--- config.mk ---
export PLATFORM = sky130hd
export DESIGN_NAME = usb_linestate_mon_flat
export DESIGN_NICKNAME = d
export VERILOG_FILES = /design/src/rtl/usb_lsm_pkg.sv /design/src/rtl/usb_linestate_mon_if.sv /design/src/rtl/usb_lsm_timer.sv /design/src/rtl/usb_linestate_mon.sv /design/src/flat_wrapper.sv
export SDC_FILE = /design/constraint.sdc
export NUM_CORES = 1
export LEC_CHECK = 0
export CORE_ASPECT_RATIO = 2
export CORE_MARGIN = 2
export CORE_UTILIZATION = 55
export DETAILED_ROUTE_END_ITERATION = 12
export DONT_BUFFER_PORTS = 1
export PLACE_DENSITY = 0.79
export SYNTH_ARGS = -nofsm -noshare
export SYNTH_HDL_FRONTEND = slang
export SYNTH_SLANG_ARGS = --single-unit
--- constraint.sdc ---
create_clock -name clk -period 6.9 [get_ports clk]
set_input_delay 0.69 -clock clk [delete_from_list [all_inputs] [get_ports clk]]
set_output_delay 0.69 -clock clk [all_outputs]
set_load 0.01 [all_outputs]
--- src/rtl/usb_lsm_pkg.sv ---
// Shared definitions for the USB line-state monitor: FSM encodings and
// event-pending bit positions.
package usb_lsm_pkg;

  typedef enum logic [1:0] {
    ST_ACTIVE    = 2'd0,
    ST_SUSPENDED = 2'd1,
    ST_RESUMING  = 2'd2,
    ST_RESET     = 2'd3
  } lsm_state_e;

  localparam int unsigned EV_RESET   = 0;
  localparam int unsigned EV_SUSPEND = 1;
  localparam int unsigned EV_RESUME  = 2;
  localparam int unsigned EV_SOF     = 3;
  localparam int unsigned EV_ERR     = 4;
  localparam int unsigned EV_W       = 5;

  // A bus reset is assumed to have happened before power-up.
  localparam logic [EV_W-1:0] EVT_PEND_POR = 5'b00001;

endpackage

--- src/rtl/usb_linestate_mon_if.sv ---
// Signal bundle between the USB core (PHY/RX decoder/CSR side) and the
// line-state monitor.
interface usb_linestate_mon_if;
  logic        rx_dp;
  logic        rx_dn;
  logic        tx_active;
  logic        sof_stb;
  logic [10:0] sof_frameno;
  logic [4:0]  evt_clr;
  logic [4:0]  irq_mask;
  logic        usb_reset;
  logic        usb_suspend;
  logic [1:0]  lsm_state;
  logic [10:0] frameno;
  logic [7:0]  sof_miss_cnt;
  logic [4:0]  evt_pend;
  logic        irq;

  modport master (
    output rx_dp, rx_dn, tx_active, sof_stb, sof_frameno, evt_clr, irq_mask,
    input  usb_reset, usb_suspend, lsm_state, frameno, sof_miss_cnt, evt_pend, irq
  );

  modport slave (
    input  rx_dp, rx_dn, tx_active, sof_stb, sof_frameno, evt_clr, irq_mask,
    output usb_reset, usb_suspend, lsm_state, frameno, sof_miss_cnt, evt_pend, irq
  );
endinterface

--- src/rtl/usb_lsm_timer.sv ---
// Saturating threshold counter. expire_o flags the cycle whose count lands on
// THRESH; hit_o is the registered "count is at THRESH" state.
module usb_lsm_timer #(
  parameter int unsigned W      = 8,
  parameter int unsigned THRESH = 1
) (
  input  logic clk,
  input  logic rst_n,
  input  logic clr_i,
  input  logic en_i,
  output logic hit_o,
  output logic expire_o
);
  localparam logic [W-1:0] THR    = W'(THRESH);
  localparam logic [W-1:0] THR_M1 = W'(THRESH - 1);

  logic [W-1:0] cnt_q, cnt_d;

  assign hit_o    = (cnt_q == THR);
  assign expire_o = en_i && (cnt_q == THR_M1);

  always_comb begin
    cnt_d = cnt_q;
    if (clr_i)
      cnt_d = '0;
    else if (en_i && (cnt_q != THR))
      cnt_d = cnt_q + W'(1);
  end

  always_ff @(posedge clk or negedge rst_n) begin
    if (!rst_n) cnt_q <= '0;
    else        cnt_q <= cnt_d;
  end
endmodule

--- src/rtl/usb_linestate_mon.sv ---
// USB full-speed bus-condition monitor: bus reset / suspend / resume FSM,
// SOF frame-continuity and lost-SOF watchdog, sticky events with one IRQ.
module usb_linestate_mon #(
  parameter int unsigned RESET_CYC   = 120,
  parameter int unsigned SUSPEND_CYC = 144000,
  parameter int unsigned SOF_TMO_CYC = 72000,
  parameter int unsigned CNT_W       = $clog2(SUSPEND_CYC + 1)
) (
  input logic                clk,
  input logic                rst_n,
  usb_linestate_mon_if.slave bus
);
  import usb_lsm_pkg::*;

  lsm_state_e       state_q, state_d;
  logic [10:0]      frameno_q, frameno_d;
  logic [7:0]       miss_q, miss_d;
  logic             seen_q, seen_d;
  logic [EV_W-1:0]  pend_q, pend_d, evt_set;

  logic se0, line_j, line_k;
  logic rst_hit, rst_expire, idle_hit, idle_expire, wd_hit, wd_expire, wd_fire;
  logic enter_reset, bad_frame, err;

  // SE1 is neither SE0 nor J/K: it clears both line timers.
  assign se0    = !bus.rx_dp && !bus.rx_dn;
  assign line_j =  bus.rx_dp && !bus.rx_dn;
  assign line_k = !bus.rx_dp &&  bus.rx_dn;

  usb_lsm_timer #(.W(CNT_W), .THRESH(RESET_CYC)) u_rst_tmr (
    .clk(clk), .rst_n(rst_n), .clr_i(!se0), .en_i(se0),
    .hit_o(rst_hit), .expire_o(rst_expire)
  );

  usb_lsm_timer #(.W(CNT_W), .THRESH(SUSPEND_CYC)) u_idle_tmr (
    .clk(clk), .rst_n(rst_n), .clr_i(!(line_j && !bus.tx_active)),
    .en_i(line_j && !bus.tx_active),
    .hit_o(idle_hit), .expire_o(idle_expire)
  );

  // Watchdog restarts itself on expiry, so it fires once per SOF_TMO_CYC.
  assign wd_fire = wd_expire || wd_hit;

  usb_lsm_timer #(.W(CNT_W), .THRESH(SOF_TMO_CYC)) u_wd_tmr (
    .clk(clk), .rst_n(rst_n),
    .clr_i(bus.sof_stb || (state_q != ST_ACTIVE) || wd_fire),
    .en_i(state_q == ST_ACTIVE),
    .hit_o(wd_hit), .expire_o(wd_expire)
  );

  always_comb begin
    state_d = state_q;
    unique case (state_q)
      ST_ACTIVE:    if (idle_expire || idle_hit) state_d = ST_SUSPENDED;
      ST_SUSPENDED: if (line_k)                  state_d = ST_RESUMING;
      ST_RESUMING:  if (se0)                     state_d = ST_ACTIVE;
      ST_RESET:     if (!se0)                    state_d = ST_ACTIVE;
      default:                                   state_d = ST_ACTIVE;
    endcase
    if (rst_expire) state_d = ST_RESET;
  end

  assign enter_reset = (state_d == ST_RESET) && (state_q != ST_RESET);
  assign bad_frame   = bus.sof_stb && seen_q && (bus.sof_frameno != frameno_q + 11'd1);
  assign err         = bad_frame || wd_fire;

  always_comb begin
    frameno_d = bus.sof_stb ? bus.sof_frameno : frameno_q;
    seen_d    = seen_q || bus.sof_stb;
    miss_d    = miss_q;
    if (err && (miss_q != 8'hFF)) miss_d = miss_q + 8'd1;
    if (enter_reset) begin
      seen_d = 1'b0;
      miss_d = '0;
    end

    evt_set              = '0;
    evt_set[EV_RESET]    = enter_reset;
    evt_set[EV_SUSPEND]  = (state_d == ST_SUSPENDED) && (state_q != ST_SUSPENDED);
    evt_set[EV_RESUME]   = (state_d == ST_RESUMING)  && (state_q != ST_RESUMING);
    evt_set[EV_SOF]      = bus.sof_stb;
    evt_set[EV_ERR]      = err;
    pend_d = (pend_q & ~bus.evt_clr) | evt_set;
  end

  always_ff @(posedge clk or negedge rst_n) begin
    if (!rst_n) begin
      state_q   <= ST_ACTIVE;
      frameno_q <= '0;
      miss_q    <= '0;
      seen_q    <= 1'b0;
      pend_q    <= EVT_PEND_POR;
    end else begin
      state_q   <= state_d;
      frameno_q <= frameno_d;
      miss_q    <= miss_d;
      seen_q    <= seen_d;
      pend_q    <= pend_d;
    end
  end

  assign bus.usb_reset    = rst_hit;
  assign bus.usb_suspend  = (state_q == ST_SUSPENDED);
  assign bus.lsm_state    = state_q;
  assign bus.frameno      = frameno_q;
  assign bus.sof_miss_cnt = miss_q;
  assign bus.evt_pend     = pend_q;
  assign bus.irq          = |(pend_q & bus.irq_mask);
endmodule
--- src/flat_wrapper.sv ---
// flat-port wrapper written by rule: the top's interface ports become plain ports
module usb_linestate_mon_flat import usb_lsm_pkg::*;
#(
  parameter int unsigned RESET_CYC   = 120,
  parameter int unsigned SUSPEND_CYC = 144000,
  parameter int unsigned SOF_TMO_CYC = 72000,
  parameter int unsigned CNT_W       = $clog2(SUSPEND_CYC + 1)
)
  (clk, rst_n, bus_rx_dp, bus_rx_dn, bus_tx_active, bus_sof_stb, bus_sof_frameno, bus_evt_clr, bus_irq_mask, bus_usb_reset, bus_usb_suspend, bus_lsm_state, bus_frameno, bus_sof_miss_cnt, bus_evt_pend, bus_irq);
  usb_linestate_mon_if bus_i ();
  input logic clk;
  input logic rst_n;
  input wire logic [$bits(bus_i.rx_dp)-1:0] bus_rx_dp;
  input wire logic [$bits(bus_i.rx_dn)-1:0] bus_rx_dn;
  input wire logic [$bits(bus_i.tx_active)-1:0] bus_tx_active;
  input wire logic [$bits(bus_i.sof_stb)-1:0] bus_sof_stb;
  input wire logic [$bits(bus_i.sof_frameno)-1:0] bus_sof_frameno;
  input wire logic [$bits(bus_i.evt_clr)-1:0] bus_evt_clr;
  input wire logic [$bits(bus_i.irq_mask)-1:0] bus_irq_mask;
  output wire logic [$bits(bus_i.usb_reset)-1:0] bus_usb_reset;
  output wire logic [$bits(bus_i.usb_suspend)-1:0] bus_usb_suspend;
  output wire logic [$bits(bus_i.lsm_state)-1:0] bus_lsm_state;
  output wire logic [$bits(bus_i.frameno)-1:0] bus_frameno;
  output wire logic [$bits(bus_i.sof_miss_cnt)-1:0] bus_sof_miss_cnt;
  output wire logic [$bits(bus_i.evt_pend)-1:0] bus_evt_pend;
  output wire logic [$bits(bus_i.irq)-1:0] bus_irq;
  assign bus_i.rx_dp = bus_rx_dp;
  assign bus_i.rx_dn = bus_rx_dn;
  assign bus_i.tx_active = bus_tx_active;
  assign bus_i.sof_stb = bus_sof_stb;
  assign bus_i.sof_frameno = bus_sof_frameno;
  assign bus_i.evt_clr = bus_evt_clr;
  assign bus_i.irq_mask = bus_irq_mask;
  assign bus_usb_reset = bus_i.usb_reset;
  assign bus_usb_suspend = bus_i.usb_suspend;
  assign bus_lsm_state = bus_i.lsm_state;
  assign bus_frameno = bus_i.frameno;
  assign bus_sof_miss_cnt = bus_i.sof_miss_cnt;
  assign bus_evt_pend = bus_i.evt_pend;
  assign bus_irq = bus_i.irq;
  usb_linestate_mon #(.RESET_CYC(RESET_CYC), .SUSPEND_CYC(SUSPEND_CYC), .SOF_TMO_CYC(SOF_TMO_CYC), .CNT_W(CNT_W)) u_core (.clk(clk), .rst_n(rst_n), .bus(bus_i));
endmodule
==> results.txt <==
The flow ran to the end, and the final reports show no timing, DRC or antenna violations. For the total design power, the log shows 1.120 mW. Setup violations remaining at the end of the flow were counted as 0. For the worst setup path, the data arrival time is 2190 ps. The mapped netlist covers 4365 um^2. The count of nets left with antenna violations once routing finished came out at 0. Across all setup checks in the final design, the least slack found is 4022 ps. The floorplan has 46 rows. The multi-input combinational cells in the finished layout cover a total of 2191 um^2. With fillers left out, the area of the finished cells amounts to 4737 um^2.

The standard cell core area was 7828 um^2. sky130_fd_sc_hd__dfrtp_1 takes more of the synthesized area than any other cell. The run gives 0.8224 as the global placer's final weighted congestion. The run gives 238 as the number of DRC violations after detailed-routing iteration 0.

The worst setup timing slack at the placement stage was 4221 ps; the placed wire-length estimate after detailed placement was 5.705 mm. 56 I/O pins were placed. After the last flow step, the layout net total stands at 489. The run gives 340 ps as the clock latency reported for the late side of the worst-skew pair.

The path class of the tightest hold or removal check is input port to async pin. The type of the worst setup path is register to output pin. The delay of the slowest critical-path stage is 580 ps.

Adding up every negative setup slack in the final design gives 0 ps. Subtracting the final worst setup slack from the clock period gives 2878 ps. Walking the worst path, the cells encountered are nor4b_1 -> nand4_1 -> nor3_1 -> buf_4.

Via count of the first global-routing pass: 3115. The run gives 2028 um^2 as the combined flip-flop and latch cell area. The reported max-cap violation count came out at 0. In this run the critical register-to-register path is captured at u_core.bus.sof_miss_cnt[2].

In this run the static leakage power is 1.912 nW. The number of buffers and inverters on the critical path was 1; the final-layout fill cell count was 669. Measured in cells, the most critical reg-to-reg path has a length of 8. The area fraction of the dominant cell type after synthesis was 45.86%; the vertical die dimension was 130.0 um. The longest clock path from root to sink contains 2 buffers.

The number of instances in the synthesized netlist came out at 457. Dividing the detail-routed wire length by the instance count gives 14.86 um. The warning count from the yosys run is 0, and the count of cell instances traversed by the critical path is 4. For the pin with the worst max-slew slack, the measured transition is 812.4 ps. In the routed design, unresolved DRC markers number 0. In this run the post-CTS setup repair buffer count came out at 0.

X dimension of the die: 67.00 um. Counting every sink on the clock net gives 81. The top fanout value on the critical path is 4, and the clock-pin slew on the worst setup and hold paths is 60 ps. The portion of the clock cycle consumed by the worst path in the final layout is 41.71%. Sorting the synthesized cells by area gives the leading types as sky130_fd_sc_hd__dfrtp_1, sky130_fd_sc_hd__xor2_1, sky130_fd_sc_hd__nor2_1.

For the max-slew violation count, the log shows 0. Cells with a size suffix above 1 make up 8.061% of the layout. After synthesis the netlist holds a flip-flop and latch count of 81.

For this run, asynchronously set or reset flops after synthesis account for 100.0%. The final hold violation count is 0, and the synthesis-to-finish area growth is 8.512%. The worst setup path is captured at an output pin. For the first-pass GRT wire length, the log shows 13.94 mm. The peak ir drop on the vdd network came out at 169.1 uV.

After synthesis, the netlist uses 58 different library cells. Number of resized instances in the post-cts repair step: 0. In this design, the largest share of critical-path delay is due to simple AND/OR/NAND/NOR gates. Port buffering added 0 buffers. The routed design has 8.247 mm of wire. The worst setup path is launched from a register. The slowest stage of the critical path belongs to the cell sky130_fd_sc_hd__nor3_1. The total clock buffers created by CTS is 9, and the number of diodes is 0.

Counting flops with a built-in enable in the synthesized netlist gives 0. After global routing the overflow that remains totals 0. The routed layout has 3242 vias.

In the global route stage, overall resource usage came out at 20.82%. Of the synthesized area, sequential elements account for 46.46%. The run gives 82 as the pin count of the biggest net entering global routing. The power per standard cell area works out to 236.5 nW/um^2. Data on the critical path is required at its endpoint by 6210 ps. The startpoint of the worst-slack reg-to-reg timing path is u_core.bus.frameno[0].

The floorplan step defined a die boundary enclosing 8709 um^2. Quantity of hold-fixing buffers added after cts: 0. Dividing the detail-routed via count by the number of cells gives 5.841. Counting every net in the synthesized netlist gives 492.

TritonCTS built the clock tree. The average cell area after synthesis is 9.552 um^2, and the initial core utilization is 55.77%. The tools report the initial antenna violation count as 0.

For flop-to-flop paths, the worst setup slack is 4200 ps. The most used flip-flop cell after synthesis is sky130_fd_sc_hd__dfrtp_1. Once placement finished, the instance area stood at 4422 um^2. The first detailed-routing pass took 4 iterations.

For the final database, setup skew stands at 8.870 ps. For the maximum frequency from static timing analysis, the log shows 347.4 MHz. Setup repair after global routing left no endpoint under its margin.

Measured on the finished design, the core utilization comes to 60.52%. The tools report the headroom to the max-slew limit as 45.34%. The run gives 3 as the deepest level of the CTS H-tree. The CTS root buffer is sky130_fd_sc_hd__clkbuf_16.
==> worst max path at each step <==
stage	startpoint	to	slack, ps
detailed placement	u_core.bus.frameno[0]	u_core.bus.sof_miss_cnt[2]	4220
floorplan	u_core.bus.frameno[0]	u_core.bus.sof_miss_cnt[1]	4600
global route	u_core.u_rst_tmr.cnt_q[14]	bus_usb_reset	3910
finish	u_core.u_rst_tmr.cnt_q[14]	bus_usb_reset	4020
global placement	bus_rx_dp	u_core.bus.sof_miss_cnt[4]	4240
CTS	u_core.u_rst_tmr.cnt_q[14]	bus_usb_reset	3980
==> metal layers <==
layer	vias to the layer above	GRT usage, %	wire length (um)
li1	1595	-	-
met2	76	31.94	3837
met1	1556	27.65	3793
met4	0	9.964	168
met5	-	0	0
met3	15	4.914	447
==> logic make-up (layout without fill, tap and decap cells) <==
family	count (synthesis)	count (layout)	share of synthesized area, %
buffers and inverters	35	37	3.353
multiplexers	13	13	3.296
AO/OA/AOI/OAI	51	51	8.083
adder cells (fa/ha/maj)	8	8	2.293
XOR/XNOR	57	57	11.44
AND/OR/NAND/NOR	212	212	25.08
flip-flops	81	81	46.46
==> through the flow <==
| step | std cells | hold WS [ps] |
|---|---|---|
| 3_3_place_gp | 539 | 395.9 |
| 6_report | 555 | 38.84 |
| 5_1_grt | 555 | 25.21 |
| 3_5_place_dp | 539 | 396.0 |
| 4_1_cts | 555 | 29.12 |
| 2_1_floorplan | 457 | 394.4 |
==> power by group <==
part,leakage (nW),internal [mW],switching [mW]
registers,1.08,0.498,0.0470
clock network,0.148,0.301,0.188
logic,0.684,0.0416,0.0438
total,1.91,0.841,0.279
==> state kept, by name, summed over array words and instances (netlist names) <==
| signal | count |
|---|---|
| u_core.seen_q | 1 |
| u_core.u_idle_tmr.cnt_q | 18 |
| u_core.bus.evt_pend | 5 |
| u_core.u_wd_tmr.cnt_q | 18 |
| u_core.bus.lsm_state | 2 |
| u_core.u_rst_tmr.cnt_q | 18 |
| u_core.bus.sof_miss_cnt | 8 |
| u_core.bus.frameno | 11 |
==> area by class of cell <==
cell class	instances	area share (%)
multi-input cells	341	46.25
flip-flops and latches	81	42.82
clock buffers	11	5.335
well taps	96	2.536
inverters	20	1.585
clock inverters	5	1.321
repair buffers	1	0.1585
==> cells in the final DEF (no fill, tap or decap), types with 12 or more instances in the layout <==
| cell type | n |
|---|---|
| sky130_fd_sc_hd__xor2_1 | 34 |
| sky130_fd_sc_hd__inv_1 | 20 |
| sky130_fd_sc_hd__nand2_1 | 38 |
| sky130_fd_sc_hd__dfrtp_1 | 80 |
| sky130_fd_sc_hd__nand3_1 | 25 |
| sky130_fd_sc_hd__nor3_1 | 12 |
| sky130_fd_sc_hd__nor2_1 | 63 |
| sky130_fd_sc_hd__xnor2_1 | 23 |
==> cells in the mapped netlist (3+ instances only) <==
| cell | count |
|---|---|
| sky130_fd_sc_hd__or3_1 | 9 |
| sky130_fd_sc_hd__nor2b_1 | 3 |
| sky130_fd_sc_hd__dfrtp_1 | 80 |
| sky130_fd_sc_hd__ha_1 | 8 |
| sky130_fd_sc_hd__nand2_1 | 38 |
| sky130_fd_sc_hd__nor3b_1 | 3 |
| sky130_fd_sc_hd__nand4_1 | 11 |
| sky130_fd_sc_hd__a21oi_1 | 11 |
| sky130_fd_sc_hd__nand3_1 | 25 |
| sky130_fd_sc_hd__inv_1 | 20 |
| sky130_fd_sc_hd__buf_2 | 3 |
| sky130_fd_sc_hd__o21ai_0 | 8 |
| sky130_fd_sc_hd__clkbuf_1 | 9 |
| sky130_fd_sc_hd__xor2_1 | 34 |
| sky130_fd_sc_hd__nor4_1 | 7 |
| sky130_fd_sc_hd__and2_1 | 5 |
| sky130_fd_sc_hd__o31ai_1 | 3 |
| sky130_fd_sc_hd__nor3_1 | 12 |
| sky130_fd_sc_hd__mux2_2 | 11 |
| sky130_fd_sc_hd__nand3b_1 | 3 |
| sky130_fd_sc_hd__o21ai_1 | 6 |
| sky130_fd_sc_hd__xnor2_1 | 23 |
| sky130_fd_sc_hd__a211oi_1 | 3 |
| sky130_fd_sc_hd__nor4b_1 | 4 |
| sky130_fd_sc_hd__and4_1 | 5 |
| sky130_fd_sc_hd__nor2_1 | 63 |
| sky130_fd_sc_hd__or4_1 | 4 |
| sky130_fd_sc_hd__and3_1 | 9 |
(Power assumes the default switching activity.)
